[config.mk]
export PLATFORM = sky130hd
export DESIGN_NAME = uart_tx_arbiter
export DESIGN_NICKNAME = d
export VERILOG_FILES = /design/src/rtl/uart_pkg.sv /design/src/rtl/rr_arbiter_comb.sv /design/src/rtl/uart_tx_arbiter.sv
export SDC_FILE = /design/constraint.sdc
export NUM_CORES = 1
export LEC_CHECK = 0
export ABC_AREA = 1
export BUFFER_PORTS_ARGS = -buffer_cell sky130_fd_sc_hd__buf_4
export CORE_UTILIZATION = 47
export CTS_CLUSTER_DIAMETER = 60
export DETAILED_ROUTE_END_ITERATION = 8
export PLACE_DENSITY = 0.76
export SYNTH_ARGS = -nofsm -noshare
export SYNTH_HDL_FRONTEND = slang
export SYNTH_SLANG_ARGS = --single-unit
[constraint.sdc]
create_clock -name i_Clock -period 1.8 [get_ports i_Clock]
set_input_delay 0.09 -clock i_Clock [delete_from_list [all_inputs] [get_ports i_Clock]]
set_output_delay 0.09 -clock i_Clock [all_outputs]
set_load 0.005 [all_outputs]
[src/rtl/uart_pkg.sv]
// Shared types and helpers for the UART transmit arbiter slice.
package uart_pkg;

  localparam int unsigned STATE_W   = 2;
  localparam int unsigned MAX_REQ   = 8;
  localparam int unsigned MAX_IDX_W = 3;

  typedef enum logic [STATE_W-1:0] {
    IDLE,
    LOAD,
    WAIT_DONE,
    GAP
  } arb_state_t;

  // One-hot pick of the first set bit of valid, scanning ptr, ptr+1, ... mod n.
  function automatic logic [MAX_REQ-1:0] rr_pick(
    input logic [MAX_REQ-1:0]   valid,
    input logic [MAX_IDX_W-1:0] ptr,
    input int unsigned          n
  );
    logic [MAX_REQ-1:0] pick;
    logic               found;
    int unsigned        idx;
    pick  = '0;
    found = 1'b0;
    for (int unsigned i = 0; i < MAX_REQ; i++) begin
      idx = (32'(ptr) + i) % n;
      if (i < n && !found && valid[idx[MAX_IDX_W-1:0]]) begin
        pick[idx[MAX_IDX_W-1:0]] = 1'b1;
        found                    = 1'b1;
      end
    end
    return pick;
  endfunction

endpackage

[src/rtl/rr_arbiter_comb.sv]
// Combinational round-robin picker: one-hot grant and its index.
module rr_arbiter_comb
  import uart_pkg::*;
#(
  parameter int unsigned N  = 4,
  parameter int unsigned IW = $clog2(N)
) (
  input  logic [N-1:0]  valid,
  input  logic [IW-1:0] ptr,
  output logic [N-1:0]  grant,
  output logic [IW-1:0] index,
  output logic          any
);

  logic [MAX_REQ-1:0]   v_ext;
  logic [MAX_REQ-1:0]   pick;
  logic [MAX_IDX_W-1:0] p_ext;

  always_comb begin
    v_ext          = '0;
    v_ext[N-1:0]   = valid;
    p_ext          = '0;
    p_ext[IW-1:0]  = ptr;
    pick           = rr_pick(v_ext, p_ext, N);
    grant          = pick[N-1:0];
    index          = '0;
    for (int unsigned k = 0; k < N; k++) begin
      if (pick[k]) index = IW'(k);
    end
    any = |valid;
  end

endmodule

[src/rtl/uart_tx_arbiter.sv]
// Round-robin, message-locked sharing of one uart_tx among N_REQ byte streams.
module uart_tx_arbiter
  import uart_pkg::*;
#(
  parameter int unsigned N_REQ     = 4,
  parameter int unsigned MAX_BURST = 16
) (
  input  logic               i_Clock,
  input  logic               i_Rst_n,
  input  logic [N_REQ-1:0]   i_Req_Valid,
  input  logic [8*N_REQ-1:0] i_Req_Data,
  input  logic [N_REQ-1:0]   i_Req_Last,
  output logic [N_REQ-1:0]   o_Req_Ready,
  output logic [N_REQ-1:0]   o_Grant,
  output logic               o_Tx_DV,
  output logic [7:0]         o_Tx_Byte,
  input  logic               i_Tx_Active,
  input  logic               i_Tx_Done,
  output logic               o_Busy
);

  localparam int unsigned IW = $clog2(N_REQ);
  localparam int unsigned CW = (MAX_BURST == 0) ? 1 : $clog2(MAX_BURST + 1);
  localparam logic [CW-1:0] BURST_LIM = CW'(MAX_BURST);

  arb_state_t       state_q, state_d;
  logic [N_REQ-1:0] grant_q, grant_d, ready_q, ready_d;
  logic [IW-1:0]    gidx_q, gidx_d, rr_q, rr_d, rr_next;
  logic [CW-1:0]    cnt_q, cnt_d;
  logic             last_q, last_d, prev_done_q, dv_q, dv_d;
  logic [7:0]       byte_q, byte_d, sel_data;
  logic             sel_valid, sel_last, tx_free, done_rise, burst_full;
  logic [N_REQ-1:0] pick_grant;
  logic [IW-1:0]    pick_idx;
  logic             pick_any;

  rr_arbiter_comb #(.N(N_REQ), .IW(IW)) u_rr (
    .valid (i_Req_Valid),
    .ptr   (rr_q),
    .grant (pick_grant),
    .index (pick_idx),
    .any   (pick_any)
  );

  assign tx_free    = ~i_Tx_Active & ~i_Tx_Done;
  assign done_rise  = i_Tx_Done & ~prev_done_q;
  assign burst_full = (MAX_BURST != 0) && (cnt_q == BURST_LIM);
  assign rr_next    = (gidx_q == IW'(N_REQ - 1)) ? '0 : gidx_q + 1'b1;

  always_comb begin
    sel_valid = 1'b0;
    sel_last  = 1'b0;
    sel_data  = '0;
    for (int unsigned k = 0; k < N_REQ; k++) begin
      if (gidx_q == IW'(k)) begin
        sel_valid = i_Req_Valid[k];
        sel_last  = i_Req_Last[k];
        sel_data  = i_Req_Data[8*k +: 8];
      end
    end
  end

  always_comb begin
    state_d = state_q;
    grant_d = grant_q;
    gidx_d  = gidx_q;
    rr_d    = rr_q;
    cnt_d   = cnt_q;
    last_d  = last_q;
    ready_d = '0;
    dv_d    = 1'b0;
    byte_d  = byte_q;
    case (state_q)
      IDLE: begin
        if (pick_any && tx_free) begin
          grant_d = pick_grant;
          gidx_d  = pick_idx;
          cnt_d   = '0;
          state_d = LOAD;
        end
      end
      LOAD: begin
        if (sel_valid) begin
          ready_d = grant_q;
          dv_d    = 1'b1;
          byte_d  = sel_data;
          last_d  = sel_last;
          // Saturate so unlimited mode keeps the message lock indefinitely.
          if (cnt_q != '1) cnt_d = cnt_q + 1'b1;
          state_d = WAIT_DONE;
        end else if (cnt_q == '0) begin
          grant_d = '0;
          state_d = IDLE;
        end
      end
      WAIT_DONE: begin
        if (done_rise) state_d = GAP;
      end
      GAP: begin
        if (tx_free) begin
          if (last_q || burst_full) begin
            rr_d    = rr_next;
            grant_d = '0;
            state_d = IDLE;
          end else begin
            state_d = LOAD;
          end
        end
      end
      default: state_d = IDLE;
    endcase
  end

  always_ff @(posedge i_Clock or negedge i_Rst_n) begin
    if (!i_Rst_n) begin
      state_q     <= IDLE;
      grant_q     <= '0;
      gidx_q      <= '0;
      rr_q        <= '0;
      cnt_q       <= '0;
      last_q      <= 1'b0;
      prev_done_q <= 1'b0;
      ready_q     <= '0;
      dv_q        <= 1'b0;
      byte_q      <= '0;
    end else begin
      state_q     <= state_d;
      grant_q     <= grant_d;
      gidx_q      <= gidx_d;
      rr_q        <= rr_d;
      cnt_q       <= cnt_d;
      last_q      <= last_d;
      prev_done_q <= i_Tx_Done;
      ready_q     <= ready_d;
      dv_q        <= dv_d;
      byte_q      <= byte_d;
    end
  end

  assign o_Grant     = grant_q;
  assign o_Req_Ready = ready_q;
  assign o_Tx_DV     = dv_q;
  assign o_Tx_Byte   = byte_q;
  assign o_Busy      = (state_q != IDLE);

endmodule
After elaboration in Yosys (flattened, before gate mapping)

Index checks and enable logic that the tools add are counted.

Output and inout port bits: 18
Bits of input ports: 44
Register bits after elaboration: 30
Logic and storage cells: 133

Reduce and logical (&&, ||, !) cells: 25
Add/subtract/negate cells: 5
Bitwise operators: 8
Mux-type cells: 60
Eq/ne operators: 17
Order comparisons: 8

Operators by type and width:

| cell                  | count |
|---|---|
| $mux W4               | 11 |
| $mux W8               | 4 |
| $mux W1               | 23 |
| $lt A2 B4 Y1 const B  | 4 |
| $mux W2               | 8 |
| $ne A2 B2 Y1 const B  | 8 |
| $mux W5               | 3 |
| $or A4 B4 Y4          | 3 |
| $pmux W4 S3           | 1 |
| $pmux W5 S2           | 1 |
| $bmux W1 S2           | 4 |
| $demux W1 S2          | 4 |
| $eq A2 B2 Y1 const B  | 4 |
| $ge A2 B1 Y1 const B  | 4 |
| $logic_and A1 B1 Y1   | 8 |
| $pmux W2 S4           | 1 |
| $reduce_and A4 Y1     | 2 |
| $reduce_and A6 Y1     | 1 |
| $add A5 B1 Y5 const B | 1 |
| $eq A5 B5 Y1 const B  | 1 |
| $logic_not A5 Y1      | 1 |
| $ne A5 B5 Y1 const B  | 1 |
| $add A2 B1 Y2 const B | 2 |
| $add A2 B2 Y2 const B | 2 |
| 12 further kinds      | 21 |

Depth between registers and ports, before layout

Depth after elaboration: 15
Depth in mapped cells: 13

Cells and area by module

A second synthesis with hierarchy kept.

Cells, all modules: 330
Area total of the unflattened synthesis: 2368.5 µm²

By module, submodules not included:

| module          | times used | seq. area each (µm²) | area each (µm²) | cells each |
|---|---|---|---|---|
| uart_tx_arbiter | 1          | 750.7                | 1904.3          | 254 |
| rr_arbiter_comb | 1          | 0.0                  | 464.2           | 76 |

Worst setup path after synthesis

No wires, ideal clock.

Kind: register to register
Start point: register rr_q[0]
End point: register gidx_q[0]
Data required time: 1.681 ns
Cell stages (with the launch flop): 12
Setup slack: 0.070 ns
Period minus slack after synthesis: 1.730 ns
Library setup time: 0.119 ns
Path buffers: 1
Data arrival time: 1.611 ns
Cells stage by stage: dfrtp_1 -> buf_6 -> inv_4 -> ha_1 -> inv_1 -> nand3_1 -> nand2_1 -> nand2_4 -> nor3b_2 -> nor2_2 -> nand2_1 -> a21oi_2

Word-level cells in the longest chain between the ends: 15
Elaborated cells between the ends (all ways): 50

RTL lines:

| element                                                               | RTL line               | RTL |
|---|---|---|
| start: declaration                                                    | uart_tx_arbiter.sv:28  | `logic [IW-1:0] gidx_q, gidx_d, rr_q, rr_d, rr_next;` |
| start signal: assignment                                              | uart_tx_arbiter.sv:130 | `rr_q <= rr_d;` |
| parallel branches: the longest is 11 deep, another holds $lt A2 B4 Y1 | n/a                    |  |
| $mux W4 *                                                             | uart_pkg.sv:28         | `if (i < n && !found && valid[idx[MAX_IDX_W-1:0]]) begin` |
| $mux W1                                                               | rr_arbiter_comb.sv:28  | `if (pick[k]) index = IW'(k);` |
| $mux W2                                                               | rr_arbiter_comb.sv:28  |  |
| $mux W2 *                                                             | rr_arbiter_comb.sv:28  |  |
| end signal: assignment                                                | uart_tx_arbiter.sv:129 | `gidx_q <= gidx_d;` |
| end: declaration                                                      | uart_tx_arbiter.sv:28  |  |

Mark *: on every way between the ends. The select of a mux whose other input is x is not followed.
A chain may end at the register's enable or synchronous reset.

Final worst setup path

Start point: register gidx_q[0]
End point: register byte_q[0] (netlist: o_Tx_Byte[0])

Word-level cells in the longest chain between the ends: 6
Elaborated cells between the ends (all ways): 13

RTL lines:

| element                            | RTL line               | RTL |
|---|---|---|
| $logic_not A2 Y1                   | uart_tx_arbiter.sv:55  | `if (gidx_q == IW'(k)) begin` |
| $mux W1 (4 in series)              | uart_tx_arbiter.sv:55  |  |
| $reduce_and A2 Y1 (no source line) | n/a                    |  |
| end signal: assignment             | uart_tx_arbiter.sv:136 | `byte_q <= byte_d;` |
| end: declaration                   | uart_tx_arbiter.sv:31  | `logic [7:0] byte_q, byte_d, sel_data;` |

Parallel ways exist; a longest one is shown, timed or not.

==> flow_summary.yaml <==
cts:
  clk-insertion-delay-late_ps: 280
  numCtsBuffers: 5
  clk_pin_slew_ps: 60
  ctsLongestPathBuffers: 2
  h-tree-depth: 2
  cts_tree: "done"
  cts-root-buf: "clkbuf_8"
  cts.sinks: 30
final_layout:
  drive_gt1_frac: 0.326
  final_util: 0.657
  seqCellArea_um2: 751
  diodes: 0
  fillCellCount: 374
  final_nets: 427
  multi_input_area_um2: 1250
  area_growth_pct: 33.5
sta:
  final.setup.tns_ps: 0
  holdWs_ps: 66.9
  finalWorstSetupSlack_ps: 95.8
  clock_skew_ps: 5.60
  maxSlewViolCount: 0
  max_clock_freq_mhz: 587
  slew_headroom: 0.741
  worstMarginPinSlew_ps: 389
  finalHoldViolations: 0
  setup_viol: 0
  fin_crit_ps: 1700
  timing.final.crit_share: 0.947
  rsz0062_at_grt: "yes"
die:
  start_util: 0.492
  fp.dieH_um: 69.8
  die_area_um2: 4870
  num_rows: 24
  coreArea_um2: 4380
  fp.dieW_um: 69.8
  ioPinCount: 62
power:
  leakage_nw: 1.51
  fin_total_pwr_mw: 4.38
  ir_drop_uv: 890
  powerDensity_nw_per_um2: 1520
synth:
  yosysMostFrequentCell: "nand2_1"
  ys_seq_elements: 30
  synthArstFlopShare: 1.00
  seq_area_frac_synth: 0.348
  synth.cell_area_um2: 2160
  yosysTopAreaCell: "dfrtp_1"
  syn-num-nets: 351
  synthCells: 294
  synthTopCellsByArea: "dfrtp_1 (35%), nand2_1 (15%), ha_1 (7.5%), nand3_1 (6.7%), inv_1 (5.2%)"
  synth_commonest_cells: "nand2_1 (88), dfrtp_1 (30), inv_1 (30)"
  yosysWarnings: 0
  synth_cell_types: 36
  synthFlopType: "dfrtp_1"
  synth_top_area_share: 0.348
  synth.avg_cell_area_um2: 7.34
  synth_edf_count: 0
global_route:
  grt_pass1_vias: 2073
  grt-ovfl-total: 0
  grt_start_max_net_pins: 31
  antenna_found_initial: 0
  grt_pass1_wl_mm: 8.92
  grt_use_total: 0.229
setup_path:
  crit_fanout: 11
  crit_path_start: "gidx_q[0]"
  r2r_end: "o_Tx_Byte[0]"
  cp.arrival_ps: 1870
  r2r_start: "gidx_q[0]"
  reg2reg_setup_slack_ps: 100
  crit_type: "flip-flop to flip-flop"
  end_kind: "flip-flop"
  required_ps: 1970
  reg2reg_depth: 8
  critPathLaunchType: "flip-flop"
  cp-endpoint: "o_Tx_Byte[0]"
place:
  place_ws_ps: -13.4
  gp_congestion: 0.882
  portBuffers: 61
  hpwl_mm: 3.93
detailed_routing:
  drt-total-wl_mm: 5.14
  drc: 0
  drtPass1Iterations: 4
  first_iter_violations: 141
  routed-via-count: 2130
  wl_met3_um: 209
  met1_length_mm: 2.26
  wl_per_cell_um: 12.1
  route.top_layer_used: "met4"
  ant_nets: 0
  route.met2.wl_mm: 2.50
  viasPerCell: 5.04
status:
  outcome: "complete, no violations"
worst_hold_path:
  hp-class: "input pin to flip-flop"
job:
  maxCapViolations: 0
## final cells by class
type / count / share of cell area
clock buffer: 7 / 0.0300
clock inverter: 1 / 0.00174
inverter: 37 / 0.0504
multi-input combinational: 220 / 0.434
sequential: 30 / 0.261
tap: 52 / 0.0226
timing repair buffer: 75 / 0.198
timing repair inverter: 1 / 0.00261
## logic make-up (layout without fill, tap and decap cells)
family,count (synthesis),after routing,synth area share
AND/OR/NAND/NOR,152,152,0.333
AO/OA/AOI/OAI,54,54,0.155
buffers and inverters,44,121,0.0841
flip-flops,30,30,0.348
adder cells (fa/ha/maj),13,13,0.0754
XOR/XNOR,1,1,0.00406
## worst min path at each step
stage,startpoint,end,slack [ps],cells after the start
final,i_Req_Last[3],last_q,70,3
after CTS,i_Req_Last[3],last_q,60,3
after detailed placement,i_Rst_n,o_Req_Ready[0],40,1
after global placement,i_Rst_n,o_Grant[2],40,1
after floorplan,i_Rst_n,asynchronous set/reset pin,-210,0
after global routing,i_Req_Last[3],last_q,80,3
## timing repair
action | CTS | global route
gates resized for setup | 2 | 11
hold buffers | 2 | 0
endpoints found under the setup margin | 4 | 15
buffers inserted | 0 | 1
pin swaps | 0 | 3
gates cloned | 0 | 1
hold endpoints to repair | 31 | 0
## metal layers
metal,GRT usage,vias to the layer above
li1,-,1102
met1,0.289,960
met2,0.362,52
met3,0.0523,16
met4,0.122,0
met5,0,-
## report_power, final
group | leakage [nW] | internal [mW] | switching [mW] | total [mW]
clock network | 0.0482 | 0.308 | 0.243 | 0.551
logic | 1.08 | 1.13 | 1.66 | 2.79
registers | 0.387 | 0.893 | 0.153 | 1.05
total | 1.51 | 2.33 | 2.05 | 4.38
## critical path, stage by stage (launching register included)
cell,delay (ps)
dfrtp_1,420
inv_1,120
ha_2,250
buf_6,180
clkinvlp_4,140
o21ai_0,190
nand2_1,60
o21ai_0,130
o21ai_2,100
## placed cells by master, fill, tap and decap left out, types with 2 or more instances in the layout
cell	instances
clkbuf_8	6
o21ai_2	5
o21ai_1	9
nand3_2	3
buf_4	72
a21oi_1	11
ha_2	3
nand2_2	5
clkinv_1	3
clkinvlp_4	2
dlygate4sd3_1	2
nor2_2	4
nor2_4	2
dfrtp_1	30
nand3_1	29
nand2_1	87
nand4_1	3
nand2_4	3
a21oi_2	3
ha_1	10
inv_2	4
nor2_1	9
o21ai_0	20
inv_1	28
## state kept, by name, indices dropped and copies added, names as in the netlist, named ones only
name         cells
state_q          1
o_Req_Ready      4
o_Tx_DV          1
rr_q             2
o_Grant          4
o_Tx_Byte        8
last_q           1
prev_done_q      1
gidx_q           2
cnt_q            5
## through the flow
stage / instance area (um2) / instances
2_1_floorplan: 2160 / 294
3_3_place_gp: 2720 / 411
3_5_place_dp: 2720 / 411
4_1_cts: 2840 / 421
5_1_grt: 2880 / 423
6_report: 2880 / 423
No activity file was read; power rests on OpenSTA's default activity.
